File: config.mk
export PLATFORM = sky130hd
export DESIGN_NAME = riscv_instr_encoder_flat
export DESIGN_NICKNAME = d
export VERILOG_FILES = /design/src/rtl/riscv_instr_encoder_if.sv /design/src/rtl/riscv_instr_encoder.sv /design/src/flat_wrapper.sv
export SDC_FILE = /design/constraint.sdc
export NUM_CORES = 1
export LEC_CHECK = 0
export CAP_MARGIN = 20
export CORE_MARGIN = 4
export CORE_UTILIZATION = 56
export CTS_BUF_LIST = sky130_fd_sc_hd__clkbuf_4 sky130_fd_sc_hd__clkbuf_8
export DETAILED_ROUTE_END_ITERATION = 10
export PLACE_DENSITY = 0.86
export SYNTH_ARGS = -nofsm -noshare
export SYNTH_HDL_FRONTEND = slang
export SYNTH_SLANG_ARGS = --single-unit
File: constraint.sdc
create_clock -name clk -period 11.3 [get_ports clk]
set_clock_uncertainty 0.15 [all_clocks]
set_input_delay 2.825 -clock clk [delete_from_list [all_inputs] [get_ports clk]]
set_output_delay 2.825 -clock clk [all_outputs]
set_load 0.02 [all_outputs]
File: src/rtl/riscv_instr_encoder_if.sv
// Field-bundle and encoded-word handshake bundle for the RV32I instruction encoder.
// master drives fields and out_ready; slave is the encoder.
interface riscv_instr_encoder_if #(
  parameter int CNT_W = 16
);
  logic             in_valid;
  logic             in_ready;
  logic [2:0]       fmt;
  logic [6:0]       opcode;
  logic [4:0]       rd;
  logic [4:0]       rs1;
  logic [4:0]       rs2;
  logic [2:0]       funct3;
  logic [6:0]       funct7;
  logic [31:0]      imm;
  logic             out_valid;
  logic             out_ready;
  logic [31:0]      instr;
  logic             err;
  logic [CNT_W-1:0] count;

  modport master (
    output in_valid, fmt, opcode, rd, rs1, rs2, funct3, funct7, imm, out_ready,
    input  in_ready, out_valid, instr, err, count
  );

  modport slave (
    input  in_valid, fmt, opcode, rd, rs1, rs2, funct3, funct7, imm, out_ready,
    output in_ready, out_valid, instr, err, count
  );
endinterface

File: src/rtl/riscv_instr_encoder.sv
// Two-stage RV32I instruction encoder: S1 captures raw fields and range-checks the
// immediate, S2 holds the packed word that drives the outputs straight from flops.
module riscv_instr_encoder #(
  parameter int CNT_W = 16
) (
  input  logic                 clk,
  input  logic                 rst,
  riscv_instr_encoder_if.slave bus
);

  localparam logic [2:0] FMT_R = 3'd0;
  localparam logic [2:0] FMT_I = 3'd1;
  localparam logic [2:0] FMT_S = 3'd2;
  localparam logic [2:0] FMT_B = 3'd3;
  localparam logic [2:0] FMT_U = 3'd4;
  localparam logic [2:0] FMT_J = 3'd5;
  localparam logic [6:0] OP_IMM = 7'b0010011;

  function automatic logic is_shift(input logic [2:0] f, input logic [6:0] op,
                                    input logic [2:0] f3);
    return (f == FMT_I) && (op == OP_IMM) && ((f3 == 3'b001) || (f3 == 3'b101));
  endfunction

  // True when the immediate cannot be represented in the chosen format.
  function automatic logic range_err(input logic [2:0] f, input logic [6:0] op,
                                     input logic [2:0] f3, input logic [31:0] v);
    logic e;
    case (f)
      FMT_R: e = 1'b0;
      FMT_I: begin
        if (is_shift(f, op, f3)) begin
          e = (v[31:5] != {27{1'b0}});
        end else begin
          e = !((v[31:11] == {21{1'b0}}) || (v[31:11] == {21{1'b1}}));
        end
      end
      FMT_S: e = !((v[31:11] == {21{1'b0}}) || (v[31:11] == {21{1'b1}}));
      FMT_B: e = !((v[31:12] == {20{1'b0}}) || (v[31:12] == {20{1'b1}})) || v[0];
      FMT_U: e = (v[11:0] != 12'h000);
      FMT_J: e = !((v[31:20] == {12{1'b0}}) || (v[31:20] == {12{1'b1}})) || v[0];
      default: e = 1'b1;
    endcase
    return e;
  endfunction

  function automatic logic [31:0] encode(input logic [2:0] f, input logic [6:0] op,
                                         input logic [4:0] d, input logic [4:0] s1,
                                         input logic [4:0] s2, input logic [2:0] f3,
                                         input logic [6:0] f7, input logic [31:0] v);
    logic [31:0] w;
    case (f)
      FMT_R: w = {f7, s2, s1, f3, d, op};
      FMT_I: begin
        if (is_shift(f, op, f3)) begin
          w = {f7, v[4:0], s1, f3, d, op};
        end else begin
          w = {v[11:0], s1, f3, d, op};
        end
      end
      FMT_S: w = {v[11:5], s2, s1, f3, v[4:0], op};
      FMT_B: w = {v[12], v[10:5], s2, s1, f3, v[4:1], v[11], op};
      FMT_U: w = {v[31:12], d, op};
      FMT_J: w = {v[20], v[10:1], v[11], v[19:12], d, op};
      default: w = 32'h0000_0000;
    endcase
    return w;
  endfunction

  logic             s1_v_r;
  logic [2:0]       s1_fmt_r;
  logic [6:0]       s1_opcode_r;
  logic [4:0]       s1_rd_r;
  logic [4:0]       s1_rs1_r;
  logic [4:0]       s1_rs2_r;
  logic [2:0]       s1_funct3_r;
  logic [6:0]       s1_funct7_r;
  logic [31:0]      s1_imm_r;
  logic             s1_err_r;
  logic             s2_v_r;
  logic [31:0]      instr_r;
  logic             err_r;
  logic [CNT_W-1:0] count_r;

  logic             s2_adv_s;
  logic             in_ready_s;
  logic             in_fire_s;
  logic             out_fire_s;
  logic             in_err_s;
  logic [31:0]      enc_s;

  // Handshake/advance decisions and the combinational encode of the S1 contents.
  always_comb begin
    s2_adv_s   = s1_v_r && (!s2_v_r || bus.out_ready);
    in_ready_s = !s1_v_r || s2_adv_s;
    in_fire_s  = bus.in_valid && in_ready_s;
    out_fire_s = s2_v_r && bus.out_ready;
    in_err_s   = range_err(bus.fmt, bus.opcode, bus.funct3, bus.imm);
    enc_s      = encode(s1_fmt_r, s1_opcode_r, s1_rd_r, s1_rs1_r, s1_rs2_r,
                        s1_funct3_r, s1_funct7_r, s1_imm_r);
  end

  // Stage 1: capture the raw field bundle and its range verdict.
  always_ff @(posedge clk or posedge rst) begin
    if (rst) begin
      s1_v_r      <= 1'b0;
      s1_fmt_r    <= 3'd0;
      s1_opcode_r <= 7'd0;
      s1_rd_r     <= 5'd0;
      s1_rs1_r    <= 5'd0;
      s1_rs2_r    <= 5'd0;
      s1_funct3_r <= 3'd0;
      s1_funct7_r <= 7'd0;
      s1_imm_r    <= 32'd0;
      s1_err_r    <= 1'b0;
    end else if (in_fire_s) begin
      s1_v_r      <= 1'b1;
      s1_fmt_r    <= bus.fmt;
      s1_opcode_r <= bus.opcode;
      s1_rd_r     <= bus.rd;
      s1_rs1_r    <= bus.rs1;
      s1_rs2_r    <= bus.rs2;
      s1_funct3_r <= bus.funct3;
      s1_funct7_r <= bus.funct7;
      s1_imm_r    <= bus.imm;
      s1_err_r    <= in_err_s;
    end else if (s2_adv_s) begin
      s1_v_r <= 1'b0;
    end
  end

  // Stage 2: hold the packed word until the consumer takes it.
  always_ff @(posedge clk or posedge rst) begin
    if (rst) begin
      s2_v_r  <= 1'b0;
      instr_r <= 32'h0000_0000;
      err_r   <= 1'b0;
    end else if (s2_adv_s) begin
      s2_v_r  <= 1'b1;
      instr_r <= enc_s;
      err_r   <= s1_err_r;
    end else if (out_fire_s) begin
      s2_v_r <= 1'b0;
    end
  end

  // Delivered-word counter; wraps naturally at 2^CNT_W.
  always_ff @(posedge clk or posedge rst) begin
    if (rst) begin
      count_r <= {CNT_W{1'b0}};
    end else if (out_fire_s) begin
      count_r <= count_r + {{(CNT_W-1){1'b0}}, 1'b1};
    end
  end

  assign bus.in_ready  = in_ready_s;
  assign bus.out_valid = s2_v_r;
  assign bus.instr     = instr_r;
  assign bus.err       = err_r;
  assign bus.count     = count_r;

endmodule

File: src/flat_wrapper.sv
// flat-port wrapper written by rule: the top's interface ports become plain ports
module riscv_instr_encoder_flat 
#(
  parameter int CNT_W = 16
)
  (clk, rst, bus_in_valid, bus_fmt, bus_opcode, bus_rd, bus_rs1, bus_rs2, bus_funct3, bus_funct7, bus_imm, bus_out_ready, bus_in_ready, bus_out_valid, bus_instr, bus_err, bus_count);
  riscv_instr_encoder_if #(.CNT_W(CNT_W)) bus_i ();
  input  logic clk;
  input  logic rst;
  input wire logic [$bits(bus_i.in_valid)-1:0] bus_in_valid;
  input wire logic [$bits(bus_i.fmt)-1:0] bus_fmt;
  input wire logic [$bits(bus_i.opcode)-1:0] bus_opcode;
  input wire logic [$bits(bus_i.rd)-1:0] bus_rd;
  input wire logic [$bits(bus_i.rs1)-1:0] bus_rs1;
  input wire logic [$bits(bus_i.rs2)-1:0] bus_rs2;
  input wire logic [$bits(bus_i.funct3)-1:0] bus_funct3;
  input wire logic [$bits(bus_i.funct7)-1:0] bus_funct7;
  input wire logic [$bits(bus_i.imm)-1:0] bus_imm;
  input wire logic [$bits(bus_i.out_ready)-1:0] bus_out_ready;
  output wire logic [$bits(bus_i.in_ready)-1:0] bus_in_ready;
  output wire logic [$bits(bus_i.out_valid)-1:0] bus_out_valid;
  output wire logic [$bits(bus_i.instr)-1:0] bus_instr;
  output wire logic [$bits(bus_i.err)-1:0] bus_err;
  output wire logic [$bits(bus_i.count)-1:0] bus_count;
  assign bus_i.in_valid = bus_in_valid;
  assign bus_i.fmt = bus_fmt;
  assign bus_i.opcode = bus_opcode;
  assign bus_i.rd = bus_rd;
  assign bus_i.rs1 = bus_rs1;
  assign bus_i.rs2 = bus_rs2;
  assign bus_i.funct3 = bus_funct3;
  assign bus_i.funct7 = bus_funct7;
  assign bus_i.imm = bus_imm;
  assign bus_i.out_ready = bus_out_ready;
  assign bus_in_ready = bus_i.in_ready;
  assign bus_out_valid = bus_i.out_valid;
  assign bus_instr = bus_i.instr;
  assign bus_err = bus_i.err;
  assign bus_count = bus_i.count;
  riscv_instr_encoder #(.CNT_W(CNT_W)) u_core (.clk(clk), .rst(rst), .bus(bus_i));
endmodule
==> results of run 1 <==
-- final cells by class --
cell class / count / area, sq um
Tap cell: 108 / 135
Clock inverter: 11 / 219
Inverter: 16 / 62.6
Multi-Input combinational cell: 289 / 2100
Clock buffer: 21 / 283
Fill cell: 548 / 1870
Sequential cell: 119 / 2980
Timing Repair Buffer: 125 / 1240
-- logic make-up after synthesis --
logic type,count (synthesis),synth area share (%)
multiplexers,68,14.5
AND/OR/NAND/NOR,123,11.9
buffers and inverters,37,2.82
flip-flops,119,57.0
XOR/XNOR,16,2.68
AO/OA/AOI/OAI,81,10.8
adder cells (fa/ha/maj),1,0.239
-- per-stage QoR --
stage          util [%]  std cells  power [mW]  setup slack [ns]
6_report           79.0        689        1.38              4.17
5_1_grt            79.0        689        1.44              4.13
4_1_cts            79.0        689        1.39              4.17
3_5_place_dp       73.3        657       0.908              4.17
3_3_place_gp       73.3        657       0.896              4.21
2_1_floorplan         -        445       0.746              5.17
-- per-layer routing --
metal | vias up | part of all wire (%) | track usage (%)
met1 | 2049 | 42 | 33.3
li1 | 1853 | - | -
met4 | 0 | 2.1 | 9.56
met2 | 176 | 50 | 42.6
met3 | 30 | 5.7 | 4.93
met5 | - | 0 | 0
-- report_power, final --
| group | internal, mW | leakage [nW] | total, mW | switching, mW |
|---|---|---|---|---|
| combinational | 0.174 | 1.26 | 0.341 | 0.166 |
| sequential | 0.504 | 1.44 | 0.565 | 0.0604 |
| clock | 0.306 | 0.250 | 0.478 | 0.172 |
-- worst max-delay path, stage by stage --
cell             delay, ns
clkdlybuf4s50_1       0.51
nand3b_1              0.19
clkdlybuf4s50_1       0.63
-- cells in the final DEF (no fill, tap or decap), types with 4 or more instances in the layout --
cell	count
nor4_1	5
mux2_2	64
nor2_1	18
a222oi_1	4
a32oi_1	6
a22o_1	9
a21oi_1	10
nand4_1	8
o22ai_1	4
mux2i_1	4
inv_1	15
a221o_1	6
nand3_1	7
buf_4	4
nand2_1	44
xor2_1	6
nand2b_1	4
dfrtp_1	119
clkbuf_8	20
nor3_1	6
nor2b_1	14
o21ai_0	28
clkdlybuf4s50_1	121
bufinv_16	6
xnor2_1	10
-- flip-flops by register name, summed over array words and instances, names as in the netlist --
signal,count
u_core.bus.count,16
u_core.bus.err,1
u_core.bus.instr,32
u_core.bus.out_valid,1
u_core.s1_err_r,1
u_core.s1_fmt_r,3
u_core.s1_funct3_r,3
u_core.s1_funct7_r,7
u_core.s1_imm_r,32
u_core.s1_opcode_r,7
u_core.s1_rd_r,5
u_core.s1_rs1_r,5
u_core.s1_rs2_r,5
u_core.s1_v_r,1
-- worst min-delay path by stage --
stage | from | end | slack [ns]
after floorplan | u_core.s1_v_r | u_core.bus.out_valid | 0.31
after global placement | u_core.bus.count[15] | u_core.bus.count[15] | 0.31
after detailed placement | u_core.bus.count[15] | u_core.bus.count[15] | 0.31
after CTS | u_core.bus.count[15] | u_core.bus.count[15] | 0.32
after global routing | u_core.bus.count[15] | u_core.bus.count[15] | 0.36
final | u_core.bus.count[15] | u_core.bus.count[15] | 0.32
==> run summary, run 1 <==
crit path from - bus_out_ready
register area share after synthesis - 57.0%
Root Buffer Master - clkbuf_8
Rows - 34
Die Ht - 105 um
Crit Path Max Fanout - 4
initial antenna violation count - 0
quantity of I/O buffers inserted on ports - 121
core area - 0.00889 sq mm
Mean Syn Cell Area - 11.8 sq um
Routed Antenna Nets - 0
dpl hpwl - 9060 um
Async SR Flop Fraction - 100%
launch point of the worst reg-to-reg path - u_core.s1_fmt_r[1]
Setup Crit Path Kind - in -> out
Netlist Area Pre-Place - 0.00523 sq mm
# IOs - 122
Via Count - 4108
Slew Limit Fails - 0
DR vias/cell - 5.96
H-tree depth - 4
final non-filler cell area - 0.00702 sq mm
wirelength, routed - 13500 um
first-pass GRT wire length - 22300 um
Post-synth EDFFs - 0
clk slew on worst S/H paths - 0.07 ns
Clock Path Buffers - 2
Synth top cells by count - dfrtp_1 (119), mux2_2 (64), nand2_1 (44), o21ai_0 (28), nor2_1 (18)
CP Launch Type - input pin
DR DRC count - 0
Fin. Hold Viols - 0
worst slew pin tran - 1.00 ns
peak supply drop - 108 uV
Setup Buffers After CTS - 0
critical path endpoint - bus_in_ready
Reg2Reg Setup Slack - 8.69 ns
Avg WL per Cell - 19.6 um
Slew headroom - 33.3%
Post-DP Area - 0.00652 sq mm
routability congestion estimate - 0.843
Yosys Warn Count - 0
critical path arrival - 4.16 ns
Num CTS Buffers - 17
leakage - 2.95 nW
die footprint - 0.0109 sq mm
initial DRC count - 293
post_cts resized - 0
Final period util - 63.1%
total negative setup slack - 0 ns
largest net degree at the start of global routing - 81
Tmin final - 7.13 ns
Synth top area share - 57.0%
Die X - 105 um
Top FF cell, synth - dfrtp_1
Clk Latency, worst-skew pair - 0.42 ns
Total Nets Final - 640
worst r2r path cells - 5
Worst EP required - 8.33 ns
FF-to-FF End - u_core.bus.instr[31]
post-synthesis cell count - 445
GRT Total Usage - 25.5%
area growth from synthesis to layout - 34.3%
leading post-synthesis cells by cell area - dfrtp_1 (57%), mux2_2 (14%), nand2_1 (3.2%), o21ai_0 (2.7%), nor2b_1 (1.7%)
run status - finished clean
hold path depth - 1
Clock Sinks - 119
RSZ-0062 raised after global routing - no
layout cells sized above 1 - 18.1%
Mapped Nets - 517
vias in the first global route - 4220
WHS - 0.316 ns
CTS tree - built
Starting Density - 58.8%
grt ovf - 0
FMAX - 140 MHz
max cap viols - 0
First-pass DRT Iterations - 6
Ant. Diodes - 0
Hold/Removal Path Class - reg -> reg
most common cell in the netlist - dfrtp_1
number of distinct library cells after synthesis - 52
Setup-failing EPs final - 0
cell taking the most area after synthesis - dfrtp_1
PD cells - 197 mW/mm^2
CP endpoint kind - primary output
synthesized flop and latch total - 119
# hold bufs at CTS - 0
Note: power is estimated with default switching activity, not from simulation.
==> inputs of run 2 (changes only) <==
--- a/config.mk
+++ b/config.mk
@@ -7,10 +7,10 @@
 export LEC_CHECK = 0
 export CAP_MARGIN = 20
 export CORE_MARGIN = 4
-export CORE_UTILIZATION = 56
+export CORE_UTILIZATION = 47
 export CTS_BUF_LIST = sky130_fd_sc_hd__clkbuf_4 sky130_fd_sc_hd__clkbuf_8
 export DETAILED_ROUTE_END_ITERATION = 10
-export PLACE_DENSITY = 0.86
+export PLACE_DENSITY = 0.77
 export SYNTH_ARGS = -nofsm -noshare
 export SYNTH_HDL_FRONTEND = slang
 export SYNTH_SLANG_ARGS = --single-unit
==> constraint.sdc (replaced) <==
create_clock -name clk -period 5.8 [get_ports clk]
set_clock_uncertainty 0.15 [all_clocks]
set_input_delay 1.45 -clock clk [delete_from_list [all_inputs] [get_ports clk]]
set_output_delay 1.45 -clock clk [all_outputs]
set_load 0.02 [all_outputs]
==> run 2 against run 1 <==
Against the previous run:
- core utilization down 15 points
- die area up 18%
- setup slack worse by 2.7 ns
- count of clock-buffer cells in the layout down 1
- cell area down 0.71%
- via count down 1.8%
- largest power group unchanged
- clock power up 53%
- non-clock buffer count up 1
- global-route usage down 4.5 points
- sequential power up 95%
- critical path type unchanged
==> run summary, run 2 (synthesis gave the netlist of run 1 again) <==
run status - finished clean
Tmin final - 4.38 ns
FMAX - 228 MHz
Reg2Reg Setup Slack - 3.16 ns
Die Ht - 113 um
Non-Filler Instances - 722
Avg WL per Cell - 18.2 um
First-pass DRT Iterations - 4
die footprint - 0.0129 sq mm
# IOs - 122
placed cell count - 690
grt ovf - 0
Ant. Diodes - 0
Setup Buffers After CTS - 0
CP endpoint kind - primary output
H-tree depth - 4
Setup Crit Path Kind - in -> out
Worst EP required - 4.20 ns
DR vias/cell - 5.59
Clock Path Buffers - 2
Routed Antenna Nets - 0
Hold/Removal Path Class - reg -> reg
GRT Total Usage - 21.0%
Final period util - 75.5%
Die X - 113 um
critical path endpoint - bus_in_ready
number of fillers in the final layout - 873
Num CTS Buffers - 17
initial antenna violation count - 0
total negative setup slack - 0 ns
Rows - 38
core area - 0.0108 sq mm
RSZ-0062 raised after global routing - no
final non-filler cell area - 0.00697 sq mm
Total Nets Final - 641
pre-CTS setup slack - 1.43 ns
CP max-delay cell - clkdlybuf4s50_1
worst slew pin tran - 1.07 ns
area growth from synthesis to layout - 33.4%
critical path arrival - 2.78 ns
largest net degree at the start of global routing - 49
Fin. Hold Viols - 0
Setup-failing EPs final - 0
dpl hpwl - 9470 um
Via Count - 4035
launch point of the worst reg-to-reg path - u_core.s1_fmt_r[1]
Starting Density - 48.2%
CP most frequent cell - clkdlybuf4s50_1
wirelength, routed - 13100 um
CP Launch Type - input pin
crit path from - bus_out_ready
routability congestion estimate - 0.882
leakage - 2.91 nW
Clk Latency, worst-skew pair - 0.42 ns
FF-to-FF End - u_core.bus.instr[31]
CTS tree - built
Slew Limit Fails - 0
layout cells sized above 1 - 18.2%
setup ws final - 1.42 ns
Root Buffer Master - clkbuf_8
DR DRC count - 0
worst-path cell chain - clkdlybuf4s50_1 > nand3b_1 > clkdlybuf4s50_1
vias in the first global route - 4103
Post-DP Area - 0.00658 sq mm
Layout Utilization - 64.3%
peak supply drop - 185 uV
Crit Path Max Fanout - 4
PD cells - 357 mW/mm^2
Clock Sinks - 119
quantity of I/O buffers inserted on ports - 121
Slew headroom - 28.5%
clk slew on worst S/H paths - 0.07 ns
max cap viols - 0
# hold bufs at CTS - 0
worst r2r path cells - 5
post_cts resized - 0
commonest non-fill, non-tap cell in the layout - clkdlybuf4s50_1
initial DRC count - 275
slowest stage delay, CP - 0.64 ns
most frequent cells in the layout - clkdlybuf4s50_1 (121), dfrtp_1 (119), mux2_2 (64)
first-pass GRT wire length - 21200 um
==> run 2: changes by cell type in the layout (fill, tap and decap cells not counted) <==
cell and delta:
bufinv_16 -4, clkinvlp_4 +2, clkbuf_4 +1, clkinv_2 +3, clkbuf_8 -2, buf_12 +1
==> run 2: per-layer routing <==
metal  track usage [%]  part of all wire, %  vias to the layer above
met3              5.20                  6.0                       23
met2              34.1                   49                      154
met5                 0                    0                        -
li1                  -                    -                     1846
met4              7.53                  1.8                        0
met1              27.6                   43                     2012
==> run 2: worst min path at each step <==
| stage | start | endpoint | slack, ns | depth (start not counted) |
|---|---|---|---|---|
| 2_1_floorplan | u_core.s1_v_r | u_core.bus.out_valid | 0.31 | 1 |
| 3_3_place_gp | u_core.bus.count[15] | u_core.bus.count[15] | 0.31 | 1 |
| 3_5_place_dp | u_core.bus.count[15] | u_core.bus.count[15] | 0.31 | 1 |
| 4_1_cts | u_core.bus.count[15] | u_core.bus.count[15] | 0.32 | 1 |
| 5_1_grt | u_core.bus.count[15] | u_core.bus.count[15] | 0.36 | 1 |
| 6_report | u_core.bus.count[15] | u_core.bus.count[15] | 0.32 | 1 |
==> run 2: final cells by class <==
| class | count | area, sq um | area share (%) |
|---|---|---|---|
| flip-flops and latches | 119 | 2980 | 42.7 |
| multi-input cells | 289 | 2100 | 30.2 |
| repair buffers | 126 | 1260 | 18.1 |
| clock buffers | 20 | 263 | 3.77 |
| well taps | 140 | 175 | 2.51 |
| clock inverters | 12 | 129 | 1.85 |
| inverters | 16 | 62.6 | 0.897 |
==> run 2: metrics by stage <==
stage	hold slack, ns	power, mW
floorplan	0.307	1.45
global placement	0.306	1.75
detailed placement	0.314	1.77
CTS	0.324	2.51
global route	0.358	2.62
finish	0.325	2.49
==> run 2: critical path: cells and delay by family <==
| family | cells | cell delay, ns |
|---|---|---|
| and+or+nand+nor | 1 | 0.18 |
| buffers and inverters | 2 | 1.15 |
==> run 2: power by group <==
group,switching [mW],total (mW),internal [mW]
clock,0.330,0.731,0.401
combinational,0.318,0.659,0.341
sequential,0.115,1.10,0.983
total,0.763,2.49,1.72
==> inputs of run 3 (changes only) <==
--- a/config.mk
+++ b/config.mk
@@ -7,10 +7,10 @@
 export LEC_CHECK = 0
 export CAP_MARGIN = 20
 export CORE_MARGIN = 4
-export CORE_UTILIZATION = 47
+export CORE_UTILIZATION = 52
 export CTS_BUF_LIST = sky130_fd_sc_hd__clkbuf_4 sky130_fd_sc_hd__clkbuf_8
 export DETAILED_ROUTE_END_ITERATION = 10
-export PLACE_DENSITY = 0.77
+export PLACE_DENSITY = 0.81
 export SYNTH_ARGS = -nofsm -noshare
 export SYNTH_HDL_FRONTEND = slang
 export SYNTH_SLANG_ARGS = --single-unit
==> constraint.sdc (replaced) <==
create_clock -name clk -period 4.3 [get_ports clk]
set_clock_uncertainty 0.15 [all_clocks]
set_input_delay 1.075 -clock clk [delete_from_list [all_inputs] [get_ports clk]]
set_output_delay 1.075 -clock clk [all_outputs]
set_load 0.02 [all_outputs]
==> run 3 against run 2 <==
Against the previous run:
- combinational power up 36%
- first-iteration DRC count fell by 23%
- clock power up 28%
- critical path type unchanged
- highest routed layer unchanged
- core utilization is 7.3 points higher
- via count is 0.17% lower
- setup slack got worse by 0.73 ns
- die area fell by 9.0%
- global-route usage increased by 2.3 points
==> run summary, run 3 (synthesis gave the netlist of run 1 again) <==
run status - finished clean
CP Launch Type - input pin
Total Nets Final - 645
Rows - 36
worst-path cell chain - clkdlybuf4s50_1 > nand3b_1 > clkdlybuf4s50_1
Crit Path Max Fanout - 4
Worst Path Buf+Inv - 2
Fin. Hold Viols - 0
crit path from - bus_out_ready
post_cts resized - 0
Clock Path Buffers - 2
DR DRC count - 0
max cap viols - 0
layout cells sized above 1 - 18.6%
initial DRC count - 211
hold path start - u_core.bus.count[15]
Starting Density - 53.5%
peak supply drop - 236 uV
critical path arrival - 2.38 ns
slowest stage delay, CP - 0.62 ns
# hold bufs at CTS - 0
Routed Antenna Nets - 0
Die Ht - 108 um
grt ovf - 0
Final period util - 83.9%
Setup Crit Path Kind - in -> out
area growth from synthesis to layout - 33.9%
Ant. Diodes - 0
First-pass DRT Iterations - 5
quantity of I/O buffers inserted on ports - 121
CP most frequent cell - clkdlybuf4s50_1
first-pass GRT wire length - 20900 um
Worst EP required - 3.07 ns
Avg WL per Cell - 18.2 um
FMAX - 277 MHz
CP endpoint kind - primary output
Clock Sinks - 119
commonest non-fill, non-tap cell in the layout - clkdlybuf4s50_1
most frequent cells in the layout - clkdlybuf4s50_1 (121), dfrtp_1 (119), mux2_2 (64)
Root Buffer Master - clkbuf_8
Clk Latency, worst-skew pair - 0.42 ns
leakage - 2.93 nW
largest net degree at the start of global routing - 77
register area - 0.00298 sq mm
dpl hpwl - 9390 um
clk slew on worst S/H paths - 0.06 ns
Top delay family on crit path - buffers and inverters
Tmin final - 3.61 ns
total negative setup slack - 0 ns
PD cells - 473 mW/mm^2
routability congestion estimate - 0.846
Via Count - 4028
GRT Total Usage - 23.3%
DR vias/cell - 5.61
area taken by multi-input logic gates - 0.00210 sq mm
CP max-delay cell - clkdlybuf4s50_1
Slew Limit Fails - 0
Setup-failing EPs final - 0
Layout Utilization - 71.6%
number of fillers in the final layout - 717
worst slew pin tran - 0.771 ns
H-tree depth - 4
Slew headroom - 48.6%
Die X - 108 um
Design Power - 3.31 mW
core area - 0.00977 sq mm
CTS tree - built
launch point of the worst reg-to-reg path - u_core.s1_fmt_r[1]
Hold/Removal Path Class - reg -> reg
initial antenna violation count - 0
Setup Buffers After CTS - 0
RSZ-0062 raised after global routing - no
Num CTS Buffers - 17
WHS - 0.325 ns
vias in the first global route - 4182
# IOs - 122
die footprint - 0.0117 sq mm
wirelength, routed - 13100 um
==> run 3: cell type report <==
cell class,instances,share of cell area [%]
multi-input combinational,289,30.1
tap,133,2.38
inverter,16,0.912
clock buffer,22,4.24
sequential,119,42.5
clock inverter,9,1.07
timing repair buffer,130,18.8
==> run 3: metrics by stage <==
stage	setup WS (ns)	cell area, sq um	std cells
after global placement	0.714	6610	686
after detailed placement	0.693	6610	686
after global routing	0.626	7000	718
after CTS	0.688	6980	717
final	0.692	7000	718
after floorplan	1.55	5230	445
==> run 3: worst register-to-register path: stages, from the launching register on <==
cell	delay [ns]
dfrtp_1	0.83
nor2b_1	0.15
buf_4	0.22
a22o_1	0.26
a22oi_1	0.13
o311ai_0	0.16
a22o_1	0.23
==> run 3: layer usage <==
metal  up-vias  wire length, um  GRT usage (%)
met5         -                0              0
met4         0              244           6.94
met3        19              860           6.57
met2       149             6700           39.3
met1      1998             5300           29.4
li1       1862                -              -
==> run 3: final timing paths <==
path                            cells past startpoint                    to  slack (ns)
worst max-delay path                                3          bus_in_ready        0.69
worst min-delay path                                1  u_core.bus.count[15]        0.32
worst max register to register                      6  u_core.bus.instr[31]        2.07
worst min register to register                      1  u_core.bus.count[15]        0.32
max in group asynchronous                           4     u_core.s1_rd_r[1]        2.49
min in group asynchronous                           2  u_core.bus.instr[12]        0.74
==> run 3: power breakdown <==
group	switching (mW)	leakage, nW	total [mW]	internal (mW)
logic	0.428	1.29	0.896	0.467
registers	0.157	1.44	1.48	1.33
clock network	0.422	0.193	0.936	0.515
total	1.01	2.93	3.31	2.31
